## config.mk

```make
export PLATFORM = sky130hd
export DESIGN_NAME = mem_arbiter
export DESIGN_NICKNAME = d
export VERILOG_FILES = /design/src/rtl/mem_arbiter_pkg.sv /design/src/rtl/mem_arb_sel.sv /design/src/rtl/mem_arbiter.sv
export SDC_FILE = /design/constraint.sdc
export NUM_CORES = 1
export LEC_CHECK = 0
export CORE_AREA = 2 2 101 103
export CTS_BUF_LIST = sky130_fd_sc_hd__clkbuf_8
export CTS_CLUSTER_SIZE = 10
export DETAILED_ROUTE_END_ITERATION = 10
export DIE_AREA = 0 0 103 105
export DONT_BUFFER_PORTS = 1
export REMOVE_ABC_BUFFERS = 1
export SLEW_MARGIN = 10
export SYNTH_ARGS = -nofsm -noshare
export SYNTH_HDL_FRONTEND = slang
export SYNTH_SLANG_ARGS = --single-unit
```

## constraint.sdc

```tcl
create_clock -name clk_i -period 1.85 [get_ports clk_i]
set_input_delay 0.2775 -clock clk_i [delete_from_list [all_inputs] [get_ports clk_i]]
set_output_delay 0.2775 -clock clk_i [all_outputs]
set_load 0.02 [all_outputs]
```

## src/rtl/mem_arbiter_pkg.sv

```systemverilog
// Shared types and constants for the two-port memory arbiter.
//   owner_e              : which requester owns the pending response
//   rsp_t                : registered response bookkeeping
//   STARVE_LIMIT_DEFAULT : default instruction starvation guard
package mem_arbiter_pkg;

  typedef enum logic [1:0] {
    OWNER_NONE  = 2'd0,
    OWNER_INSTR = 2'd1,
    OWNER_DATA  = 2'd2
  } owner_e;

  localparam int unsigned STARVE_LIMIT_DEFAULT = 4;

  typedef struct packed {
    owner_e owner;  // OWNER_NONE means no response this cycle
    logic   err;    // out-of-range access
    logic   we;     // write: response carries zero data
  } rsp_t;

endpackage

```

## src/rtl/mem_arb_sel.sv

```systemverilog
// Arbitration decision between the instruction and data ports.
// Default: data priority with an instruction starvation guard.
// With MEM_ARBITER_RR_EN defined: round-robin on simultaneous requests.
// Ports:
//   clk_i, rstn_i           : clock, async active-low reset
//   instr_req_i, data_req_i : requests
//   instr_gnt_c, data_gnt_c : combinational one-hot grants (0 in reset)
module mem_arb_sel
  import mem_arbiter_pkg::*;
#(
  parameter int unsigned StarveLimit = STARVE_LIMIT_DEFAULT
) (
  input  logic clk_i,
  input  logic rstn_i,
  input  logic instr_req_i,
  input  logic data_req_i,
  output logic instr_gnt_c,
  output logic data_gnt_c
);

  logic instr_wins;

`ifdef MEM_ARBITER_RR_EN
  // Remembers whether the most recent grant went to the instruction port.
  logic last_instr_q;

  always_comb begin
    instr_wins = !data_req_i || !last_instr_q;
  end

  always_ff @(posedge clk_i or negedge rstn_i) begin
    if (!rstn_i) begin
      last_instr_q <= 1'b1;
    end else if (instr_gnt_c || data_gnt_c) begin
      last_instr_q <= instr_gnt_c;
    end
  end
`else
  localparam int unsigned CntW = (StarveLimit < 1) ? 1 : $clog2(StarveLimit + 1);

  logic [CntW-1:0] starve_q;
  logic [CntW-1:0] starve_d;
  logic            starved;

  always_comb begin
    starved    = (starve_q == CntW'(StarveLimit));
    instr_wins = !data_req_i || starved;
  end

  // Count denied instruction cycles, saturating; clear on grant or idle.
  always_comb begin
    starve_d = '0;
    if (instr_req_i && !instr_gnt_c) begin
      starve_d = starved ? starve_q : starve_q + CntW'(1);
    end
  end

  always_ff @(posedge clk_i or negedge rstn_i) begin
    if (!rstn_i) begin
      starve_q <= '0;
    end else begin
      starve_q <= starve_d;
    end
  end
`endif

  // Grants are suppressed while reset is asserted.
  always_comb begin
    instr_gnt_c = rstn_i && instr_req_i && instr_wins;
    data_gnt_c  = rstn_i && data_req_i && !instr_gnt_c;
  end

endmodule

```

## src/rtl/mem_arbiter.sv

```systemverilog
// Two-requester (instruction fetch, load/store) arbiter in front of a
// single-port 32-bit RAM with one-cycle read latency.
// Config macro: MEM_ARBITER_RR_EN selects round-robin arbitration.
// Ports:
//   clk_i, rstn_i                       : clock, async active-low reset
//   instr_req_i/addr_i                  : read-only fetch request
//   instr_gnt_o/rvalid_o/err_o/rdata_o  : fetch grant and response
//   data_req_i/we_i/be_i/addr_i/wdata_i : load/store request
//   data_gnt_o/rvalid_o/err_o/rdata_o   : load/store grant and response
//   ram_req_o/we_o/be_o/addr_o/wdata_o  : RAM command
//   ram_rdata_i                         : RAM read data (cycle after req)
module mem_arbiter
  import mem_arbiter_pkg::*;
#(
  parameter int unsigned AddrWidth   = 32,
  parameter int unsigned MemDepth    = 16384,
  parameter int unsigned StarveLimit = STARVE_LIMIT_DEFAULT
) (
  input  logic                        clk_i,
  input  logic                        rstn_i,
  input  logic                        instr_req_i,
  input  logic [AddrWidth-1:0]        instr_addr_i,
  output logic                        instr_gnt_o,
  output logic                        instr_rvalid_o,
  output logic                        instr_err_o,
  output logic [31:0]                 instr_rdata_o,
  input  logic                        data_req_i,
  input  logic                        data_we_i,
  input  logic [3:0]                  data_be_i,
  input  logic [AddrWidth-1:0]        data_addr_i,
  input  logic [31:0]                 data_wdata_i,
  output logic                        data_gnt_o,
  output logic                        data_rvalid_o,
  output logic                        data_err_o,
  output logic [31:0]                 data_rdata_o,
  output logic                        ram_req_o,
  output logic                        ram_we_o,
  output logic [3:0]                  ram_be_o,
  output logic [$clog2(MemDepth)-1:0] ram_addr_o,
  output logic [31:0]                 ram_wdata_o,
  input  logic [31:0]                 ram_rdata_i
);

  localparam int unsigned IdxW  = AddrWidth - 2;
  localparam int unsigned RamAw = $clog2(MemDepth);

  logic            instr_gnt;
  logic            data_gnt;
  logic [IdxW-1:0] instr_idx;
  logic [IdxW-1:0] data_idx;
  logic            instr_in_range;
  logic            data_in_range;
  logic [31:0]     rsp_rdata;
  rsp_t            rsp_d;
  rsp_t            rsp_q;
  logic            unused_byte_offs;

  mem_arb_sel #(
    .StarveLimit (StarveLimit)
  ) u_sel (
    .clk_i       (clk_i),
    .rstn_i      (rstn_i),
    .instr_req_i (instr_req_i),
    .data_req_i  (data_req_i),
    .instr_gnt_c (instr_gnt),
    .data_gnt_c  (data_gnt)
  );

  // Word-aligned accesses: byte offset bits are ignored.
  assign unused_byte_offs = ^{instr_addr_i[1:0], data_addr_i[1:0]};

  // Word index decode and range check.
  always_comb begin
    instr_idx      = instr_addr_i[AddrWidth-1:2];
    data_idx       = data_addr_i[AddrWidth-1:2];
    instr_in_range = 64'(instr_idx) < 64'(MemDepth);
    data_in_range  = 64'(data_idx) < 64'(MemDepth);
  end

  // RAM command mux; out-of-range grants never touch the RAM.
  always_comb begin
    instr_gnt_o = instr_gnt;
    data_gnt_o  = data_gnt;
    ram_req_o   = (instr_gnt && instr_in_range) || (data_gnt && data_in_range);
    ram_we_o    = data_gnt && data_we_i;
    ram_be_o    = instr_gnt ? 4'hF : data_be_i;
    ram_addr_o  = instr_gnt ? RamAw'(instr_idx) : RamAw'(data_idx);
    ram_wdata_o = data_wdata_i;
  end

  // Response bookkeeping for the cycle after a grant.
  always_comb begin
    rsp_d = '{owner: OWNER_NONE, err: 1'b0, we: 1'b0};
    if (instr_gnt) begin
      rsp_d.owner = OWNER_INSTR;
      rsp_d.err   = !instr_in_range;
    end else if (data_gnt) begin
      rsp_d.owner = OWNER_DATA;
      rsp_d.err   = !data_in_range;
      rsp_d.we    = data_we_i;
    end
  end

  always_ff @(posedge clk_i or negedge rstn_i) begin
    if (!rstn_i) begin
      rsp_q <= '{owner: OWNER_NONE, err: 1'b0, we: 1'b0};
    end else begin
      rsp_q <= rsp_d;
    end
  end

  // Response routing: only the owner sees data; errors and writes return 0.
  always_comb begin
    rsp_rdata      = (rsp_q.err || rsp_q.we) ? 32'h0 : ram_rdata_i;
    instr_rvalid_o = (rsp_q.owner == OWNER_INSTR);
    data_rvalid_o  = (rsp_q.owner == OWNER_DATA);
    instr_err_o    = instr_rvalid_o && rsp_q.err;
    data_err_o     = data_rvalid_o && rsp_q.err;
    instr_rdata_o  = instr_rvalid_o ? rsp_rdata : 32'h0;
    data_rdata_o   = data_rvalid_o ? rsp_rdata : 32'h0;
  end

endmodule

```

Word level (Yosys, flattened, before mapping)
Index checks and enable logic that the tools add are counted.
{"block": "totals", "reg_bits": 7, "latch_bits": 0, "ram_bits": 0, "rom_bits": 0, "input_bits": 137, "out_inout_bits": 122, "word_cells": 38, "n_memories": 0}
{"block": "classes", "add_sub_neg": 1, "n_mul": 0, "div": 0, "magnitude_cmp": 2, "eq_ne": 4, "shifts": 0, "muxes": 10, "bitwise_logic": 0, "reduce_logical": 17}
{"op": "32-bit two-way mux", "n": 3}
{"op": "30-bit by 15-bit < comparator with 1-bit output (second input constant)", "n": 2}
{"op": "14-bit two-way mux", "n": 1}
{"op": "1-bit logical AND", "n": 10}
{"op": "3-bit two-way mux", "n": 3}
{"op": "4-bit two-way mux", "n": 2}
{"op": "1-bit logical NOT", "n": 4}
{"op": "3-bit by 1-bit adder with 3-bit output (second input constant)", "n": 1}
{"op": "3-bit == test (second input constant)", "n": 1}
{"op": "1-bit logical OR", "n": 3}
{"op": "2-bit by 1-bit == test with 1-bit output (second input constant)", "n": 1}
{"op": "2-bit == test (second input constant)", "n": 1}
{"op": "2-bit inequality test (second input constant)", "n": 1}
{"op": "1-bit two-way mux", "n": 1}

Logic depth before layout (Yosys ltp)
Gate-level depths: netlist (run 1).
{"block": "depth", "ltp_word": 7, "ltp_mapped": 7, "depth_no_buf": 6}

Hierarchy
Synthesis (run 1) repeated with hierarchy kept, for this count alone.
{"block": "hier_totals", "cells_unflattened": 172, "hier_area_um2": 1417.6}
{"mod": "mem_arbiter", "n_inst": 1, "cells_each": 149, "area_per_inst_um2": 1199.9}
{"mod": "mem_arb_sel", "n_inst": 1, "cells_each": 23, "area_per_inst_um2": 217.7}

Least setup slack after synthesis (run 1)
OpenSTA, ideal clock, no wires.
{"block": "synth_path", "path_kind": "flip-flop to output port", "start": "reg u_sel.starve_q[0]", "end": "out ram_addr_o[10]", "t_arrival_ns": 1.493, "t_required_ns": 1.572, "slack_ns": 0.079, "stages_incl_launch_ff": 8, "path_buffers": 1, "cell_sequence": "dfrtp_1 > inv_1 > ha_1 > nand2_2 > a21o_4 > inv_8 > buf_12 > mux2_4"}
{"block": "synth_between", "elab_chain_len": 4}
{"item": "start: declaration", "line": "mem_arb_sel.sv:41", "text": "logic [CntW-1:0] starve_q;"}
{"item": "start signal: assignment", "line": "mem_arb_sel.sv:62", "text": "starve_q <= starve_d;"}
{"item": "3-bit == test", "line": "mem_arb_sel.sv:46", "text": "starved = (starve_q == CntW'(StarveLimit));"}
{"item": "1-bit logical OR", "line": "mem_arb_sel.sv:47", "text": "instr_wins = !data_req_i || starved;"}
{"item": "1-bit logical AND", "line": "mem_arb_sel.sv:69", "text": "instr_gnt_c = rstn_i && instr_req_i && instr_wins;"}
{"item": "net instr_gnt_o", "line": "mem_arbiter.sv:23", "text": "output logic instr_gnt_o,"}
{"item": "14-bit two-way mux", "line": "mem_arbiter.sv:87", "text": "ram_addr_o = instr_gnt ? RamAw'(instr_idx) : RamAw'(data_idx);"}
{"item": "end: declaration", "line": "mem_arbiter.sv:39", "text": "output logic [$clog2(MemDepth)-1:0] ram_addr_o,"}
The timed path passes the listed nets, and every way through them passes these cells.

Worst setup path in the final report (run 1)
{"block": "layout_path", "start": "reg u_sel.starve_q[0]", "end": "out ram_addr_o[7]"}
{"block": "layout_between", "elab_chain_len": 4}
{"item": "3-bit == test", "line": "mem_arb_sel.sv:46"}
{"item": "1-bit logical OR", "line": "mem_arb_sel.sv:47"}
{"item": "1-bit logical AND", "line": "mem_arb_sel.sv:69"}
{"item": "14-bit two-way mux", "line": "mem_arbiter.sv:87"}
Every way passes these cells.

==> impl_metrics.toml, run 1 <==
[synthesis]
ys_ff_latch = 7
seq_area_frac_synth = 0.1287
syn_avg_cell_area_um2 = 8.250
synthCells = 165
yosys.cell_types.count = 27
yosysWarnings = 0
syn-cell-area_mm2 = 0.001361

[drt]
drt_pass1_iterations = 3
routed_wl_um = 6032
wl_per_cell_um = 21.31
final_antenna_net_count = 0
vias = 1215
route.detailed.drc = 0
viasPerCell = 4.293
first_iter_violations = 28

[placement]
gp_congestion = 0.8501
place_hpwl_um = 5174
io_buffers = 0

[clock_tree]
clk_pin_slew_ns = 0.04
clock_sinks = 7
htree_num_levels = 1
clock_path_buffers = 2
cts_tree = "yes"
cts_root_buf = "clkbuf_8"
worstSkewPairLatency_ns = 0.22
cts_buffers = 3

[timing]
fmax_ghz = 0.5239
min_period_over_period = 1.032
setup_violations = 19
worst_pin_slew_ns = 0.3375
min_period_ns = 1.909
setup_slack_ns = -0.05891
maxSlewHeadroom = 0.7729
finClkSkew_ns = 0.003619
rsz0062_at_grt = "true"
slew_viol_final = 0
hold_viol = 0

[status]
violations = "setup timing"
outcome = "complete, but fails checks"

[die]
pin_count = 259
fp-row-count = 36
fp.dieW_um = 103
start_util = 0.1412
design.core.area_mm2 = 0.009639
dieHeight_um = 105
die_area_mm2 = 0.01082

[worst_hold_path]
hold_path_depth = 1
hp-start = "data_we_i"
whs_endpoint = "rsp_q[0]$_DFF_PN0_"
hold_path.class = "input pin to register"

[global_route]
grt_start_max_net_pins = 33
gr-total-overflow = 0
antenna_found_initial = 0
grt_pass1_wl_um = 7196
grtUsageTotal = 0.09769
grt_pass1_vias = 1206

[cells_and_area]
nNetsFinal = 290
drive_gt1_frac = 0.3400
layout_common_cells = "and2_1 (67), mux2_4 (14), buf_4 (11), nor4_1 (8), dfrtp_1 (7)"
utilization = 0.1600
diodes = 0
layout_commonest_cell = "and2_1"
syn2layout_area_growth_pct = 13.33

[worst_setup_path]
timing.rr.start = "u_sel.starve_q[0]$_DFFE_PN0P_"
r2r-end = "rsp_q[1]$_DFF_PN0_"
worstPathArrival_ns = 1.63
startpoint_type = "register"
cp_data_required_time_ns = 1.57
worstSetupPathType = "register to output port"
slowest_stage = "dfrtp_1"
cp-end-kind = "output port"
r2r_setup_slack_ns = 0.22
r2r_cells = 8
critPathMaxFanout = 8
max_stage_delay_ns = 0.37
path_cells = "inv_1 -> ha_2 -> nand2_2 -> a21o_4 -> inv_12 -> mux2_4"

[power]
power_uw = 670.1
p_leak_nw = 0.6516
ir_worst_vdd_v = 0.0001372
power-per-cell-area_mw_per_mm2 = 434.4

[flow_run]
maxCapViolCount = 0
## flip-flops by register name (all words and copies together) (netlist names)
register and cells:
u_sel.starve_q 3, rsp_q 4
## how the worst max path moves through the flow
stage / slack, ns / end / startpoint
after detailed placement: 0.05 / ram_addr_o[1] / u_sel.starve_q[0]$_DFFE_PN0P_
after global routing: -0.14 / ram_we_o / u_sel.starve_q[0]$_DFFE_PN0P_
after floorplan: -0.13 / data_rdata_o[0] / rsp_q[2]$_DFF_PN0_
after CTS: -0.05 / ram_addr_o[7] / u_sel.starve_q[0]$_DFFE_PN0P_
final: -0.06 / ram_addr_o[7] / u_sel.starve_q[0]$_DFFE_PN0P_
after global placement: 0.09 / ram_addr_o[1] / u_sel.starve_q[0]$_DFFE_PN0P_
## timing repair
action	4_1_cts	5_1_grt
setup buffers	4	4
resized for setup	15	8
cloned	1	0
hold buffers	1	0
endpoints found under the setup margin	21	23
endpoints found under the hold margin	7	0
pin swaps	3	4
## final cells by class
type	instances	area [um^2]
Clock buffer	3	41.29
Clock inverter	1	3.754
Fill cell	1102	8097
Inverter	4	27.53
Multi-Input combinational cell	115	928.4
Sequential cell	7	175.2
Tap cell	133	166.4
Timing Repair Buffer	19	188.9
Timing Repair inverter	1	11.26
## stage by stage
step	setup WS [ns]	hold slack, ns	area [um^2]	TNS (ns)	instances
2_1_floorplan	-0.1293	-0.01809	1071	-7.401	126
3_3_place_gp	0.09157	-0.01775	1338	0	269
3_5_place_dp	0.04769	-0.01773	1338	0	269
4_1_cts	-0.05393	0.1863	1481	-0.7225	279
5_1_grt	-0.1376	0.1940	1543	-2.433	283
6_report	-0.05891	0.1894	1543	-0.8458	283
## power by group
group,internal [mW],leakage (nW),switching (mW)
combinational,0.121,0.533,0.174
clock,0.143,0.0269,0.0586
sequential,0.164,0.0920,0.00890
total,0.428,0.652,0.242
## critical path, delay by kind of cell (launching register included)
family | cells | cell delay, ns
compound gates | 1 | 0.28
mux | 1 | 0.35
fa+ha+maj | 1 | 0.18
buf+inv | 2 | 0.16
flops | 1 | 0.37
simple gates | 1 | 0.07
## cell families after synthesis
family	count (synthesis)	synth area share
AOI/OAI and AO/OA	5	0.03585
and+or+nand+nor	93	0.4412
adders and majority gates	2	0.01838
DFF	7	0.1287
muxes	15	0.1461
buffers and inverters	43	0.2298
## metal layers
layer,track usage,wire (um)
met5,0,0
met1,0.07900,1654
met4,0.02538,88
met3,0.07759,1214
met2,0.1776,3075
## synthesized netlist by cell type, drive strengths merged
| cell type | count | area share |
|---|---|---|
| o22ai | 1 | 0.0046 |
| and3 | 1 | 0.0046 |
| buf | 33 | 0.19 |
| a22o | 1 | 0.0064 |
| and2 | 68 | 0.31 |
| nor2 | 1 | 0.0028 |
| ha | 2 | 0.018 |
| o2111a | 1 | 0.0083 |
| and2b | 1 | 0.0055 |
| clkbuf | 6 | 0.022 |
| o211ai | 1 | 0.0055 |
| nand2 | 3 | 0.010 |
| or2b | 4 | 0.022 |
| nor2b | 1 | 0.0064 |
| inv | 4 | 0.017 |
| nor4 | 8 | 0.037 |
| a21o | 1 | 0.011 |
| nand3b | 1 | 0.0055 |
| nor3b | 2 | 0.018 |
| mux2 | 15 | 0.15 |
| and4b | 1 | 0.0074 |
| dfrtp | 7 | 0.13 |
| nand4 | 2 | 0.0092 |
Power figures use the tool's default switching activity.
==> run 2, diff against run 1 <==
--- a/config.mk
+++ b/config.mk
@@ -5,12 +5,13 @@
 export SDC_FILE = /design/constraint.sdc
 export NUM_CORES = 1
 export LEC_CHECK = 0
-export CORE_AREA = 2 2 101 103
+export CORE_AREA = 2 2 102 104
 export CTS_BUF_LIST = sky130_fd_sc_hd__clkbuf_8
 export CTS_CLUSTER_SIZE = 10
 export DETAILED_ROUTE_END_ITERATION = 10
-export DIE_AREA = 0 0 103 105
+export DIE_AREA = 0 0 104 106
 export DONT_BUFFER_PORTS = 1
+export MAX_ROUTING_LAYER = met4
 export REMOVE_ABC_BUFFERS = 1
 export SLEW_MARGIN = 10
 export SYNTH_ARGS = -nofsm -noshare
==> constraint.sdc (replaced) <==
create_clock -name clk_i -period 1.85 [get_ports clk_i]
set_input_delay 0.4625 -clock clk_i [delete_from_list [all_inputs] [get_ports clk_i]]
set_output_delay 0.4625 -clock clk_i [all_outputs]
set_load 0.02 [all_outputs]
==> impl_metrics.toml, run 2 (synthesis gave the netlist of run 1 again) <==
[status]
outcome = "complete, but fails checks"
violations = "setup timing"

[global_route]
grt_pass1_vias = 1468
gr-total-overflow = 0
antenna_found_initial = 0
grt_pass1_wl_um = 9121
grtUsageTotal = 0.1201
grt_start_max_net_pins = 9

[placement]
dp_cells = 275
place_hpwl_um = 5235
dpl_cell_area_mm2 = 0.001364
gp_congestion = 0.7953
io_buffers = 0

[cells_and_area]
drive_gt1_frac = 0.8012
largestRegisters = "rsp_q: 4 flops, u_sel.starve_q: 3 flops"
layout_common_cells = "and2_4 (65), buf_4 (15), mux2_4 (14), buf_6 (10), nor4_1 (8)"
top_register = "rsp_q"
largest_reg_flops = 4
syn2layout_area_growth_pct = 45.59
diodes = 0
layout_commonest_cell = "and2_4"
nNetsFinal = 306
fin_area_mm2 = 0.001982
final_cell_count_no_fill = 302

[power]
power-per-cell-area_mw_per_mm2 = 394.9
p_leak_nw = 0.8736
ir_worst_vdd_v = 0.0001341
power_uw = 782.6

[die]
design.core.area_mm2 = 0.01000
dieHeight_um = 106
pin_count = 259
die_area_mm2 = 0.01102
start_util = 0.1361
fp.dieW_um = 104
fp-row-count = 37

[flow_run]
maxCapViolCount = 0

[timing]
finClkSkew_ns = 0.002833
min_period_ns = 2.095
fmax_ghz = 0.4773
slew_viol_final = 0
maxSlewHeadroom = 0.7794
setup_violations = 85
fin_tns_setup_ns = -9.450
setup_slack_ns = -0.2451
hold_viol = 0
min_period_over_period = 1.132
rsz0062_at_grt = "true"
worst_pin_slew_ns = 0.3297

[worst_setup_path]
cp.depth = 6
critPathMaxFanout = 8
worstSetupStartpoint = "u_sel.starve_q[1]$_DFFE_PN0P_"
worstPathArrival_ns = 1.63
startpoint_type = "register"
cp_data_required_time_ns = 1.39
cp_num_buf_inv = 2
path_cells = "inv_2 -> ha_4 -> nand2_4 -> a21o_4 -> inv_12 -> mux2_4"
cp-end-kind = "output port"
critPathTopFamily = "flip-flops"
slowest_stage = "dfrtp_1"
r2r_cells = 10
max_stage_delay_ns = 0.39
worstSetupPathType = "register to output port"
timing.rr.start = "u_sel.starve_q[1]$_DFFE_PN0P_"

[clock_tree]
htree_num_levels = 1
worstSkewPairLatency_ns = 0.23
cts_buffers = 3
clk_pin_slew_ns = 0.04
clock_sinks = 7
cts_root_buf = "clkbuf_8"
clock_path_buffers = 2
cts_tree = "yes"

[drt]
viasPerCell = 4.325
drt_pass1_iterations = 3
routed_wl_um = 6964
final_antenna_net_count = 0
wl_per_cell_um = 23.06
route.detailed.drc = 0
first_iter_violations = 31
vias = 1306

[worst_hold_path]
hold_path.class = "input pin to register"
hp-start = "instr_req_i"
hold_path_depth = 1
## run 2: cell count changes in the layout (fill, tap and decap cells not counted), sizes merged
cell | previous run | this run
clkinv | 0 | 1
inv | 6 | 5
buf | 18 | 34
## run 2: power by group
part	switching (mW)	internal [mW]
Clock	0.0648	0.143
Combinational	0.201	0.197
Sequential	0.0124	0.164
Total	0.278	0.505
## run 2: timing repair
action                                 in CTS  in global routing
pin swaps                                  68                 10
hold buffers                                1                  0
gates cloned                                7                  0
setup endpoints to repair                  86                 86
resized for setup                         166                  6
endpoints found under the hold margin       7                  0
setup buffers                              17                  3
## run 2: cell type report
class / count / area [um^2]
repair inverters: 1 / 16.27
inverters: 4 / 27.53
fillers: 1092 / 8018
multi-input cells: 115 / 1115
clock inverters: 1 / 3.754
repair buffers: 35 / 432.9
flip-flops and latches: 7 / 175.2
well taps: 136 / 170.2
clock buffers: 3 / 41.29
## run 2: through the flow
stage	hold WS [ns]	util	worst slack [ns]
floorplan	0.1669	-	-0.3143
global placement	0.1672	0.1364	-0.05428
detailed placement	0.1672	0.1364	-0.08755
CTS	0.3624	0.2053	-0.2463
global route	0.3569	0.1982	-0.2757
finish	0.3660	0.1982	-0.2451
## run 2: worst paths after layout
check,to,slack (ns)
min in group asynchronous,u_sel.starve_q[2]$_DFFE_PN0P_,0.57
max,ram_addr_o[8],-0.25
min reg2reg,u_sel.starve_q[2]$_DFFE_PN0P_,0.63
max reg2reg,rsp_q[1]$_DFF_PN0_,0.05
min,u_sel.starve_q[2]$_DFFE_PN0P_,0.37
max in group asynchronous,rsp_q[0]$_DFF_PN0_,1.03
## run 2: layer usage
layer | vias up | GRT usage | part of all wire
met2 | 196 | 0.2148 | 0.50
met4 | 0 | 0.03378 | 0.022
met3 | 11 | 0.07235 | 0.16
li1 | 509 | - | -
met1 | 590 | 0.1074 | 0.32
met5 | - | - | 0
==> run 3, diff against run 2 <==
--- a/config.mk
+++ b/config.mk
@@ -5,6 +5,7 @@
 export SDC_FILE = /design/constraint.sdc
 export NUM_CORES = 1
 export LEC_CHECK = 0
+export ABC_CLOCK_PERIOD_IN_PS = 1850
 export CORE_AREA = 2 2 102 104
 export CTS_BUF_LIST = sky130_fd_sc_hd__clkbuf_8
 export CTS_CLUSTER_SIZE = 10
==> results of run 3 <==
The final DEF is identical to that of run 2; final timing and power are the same.
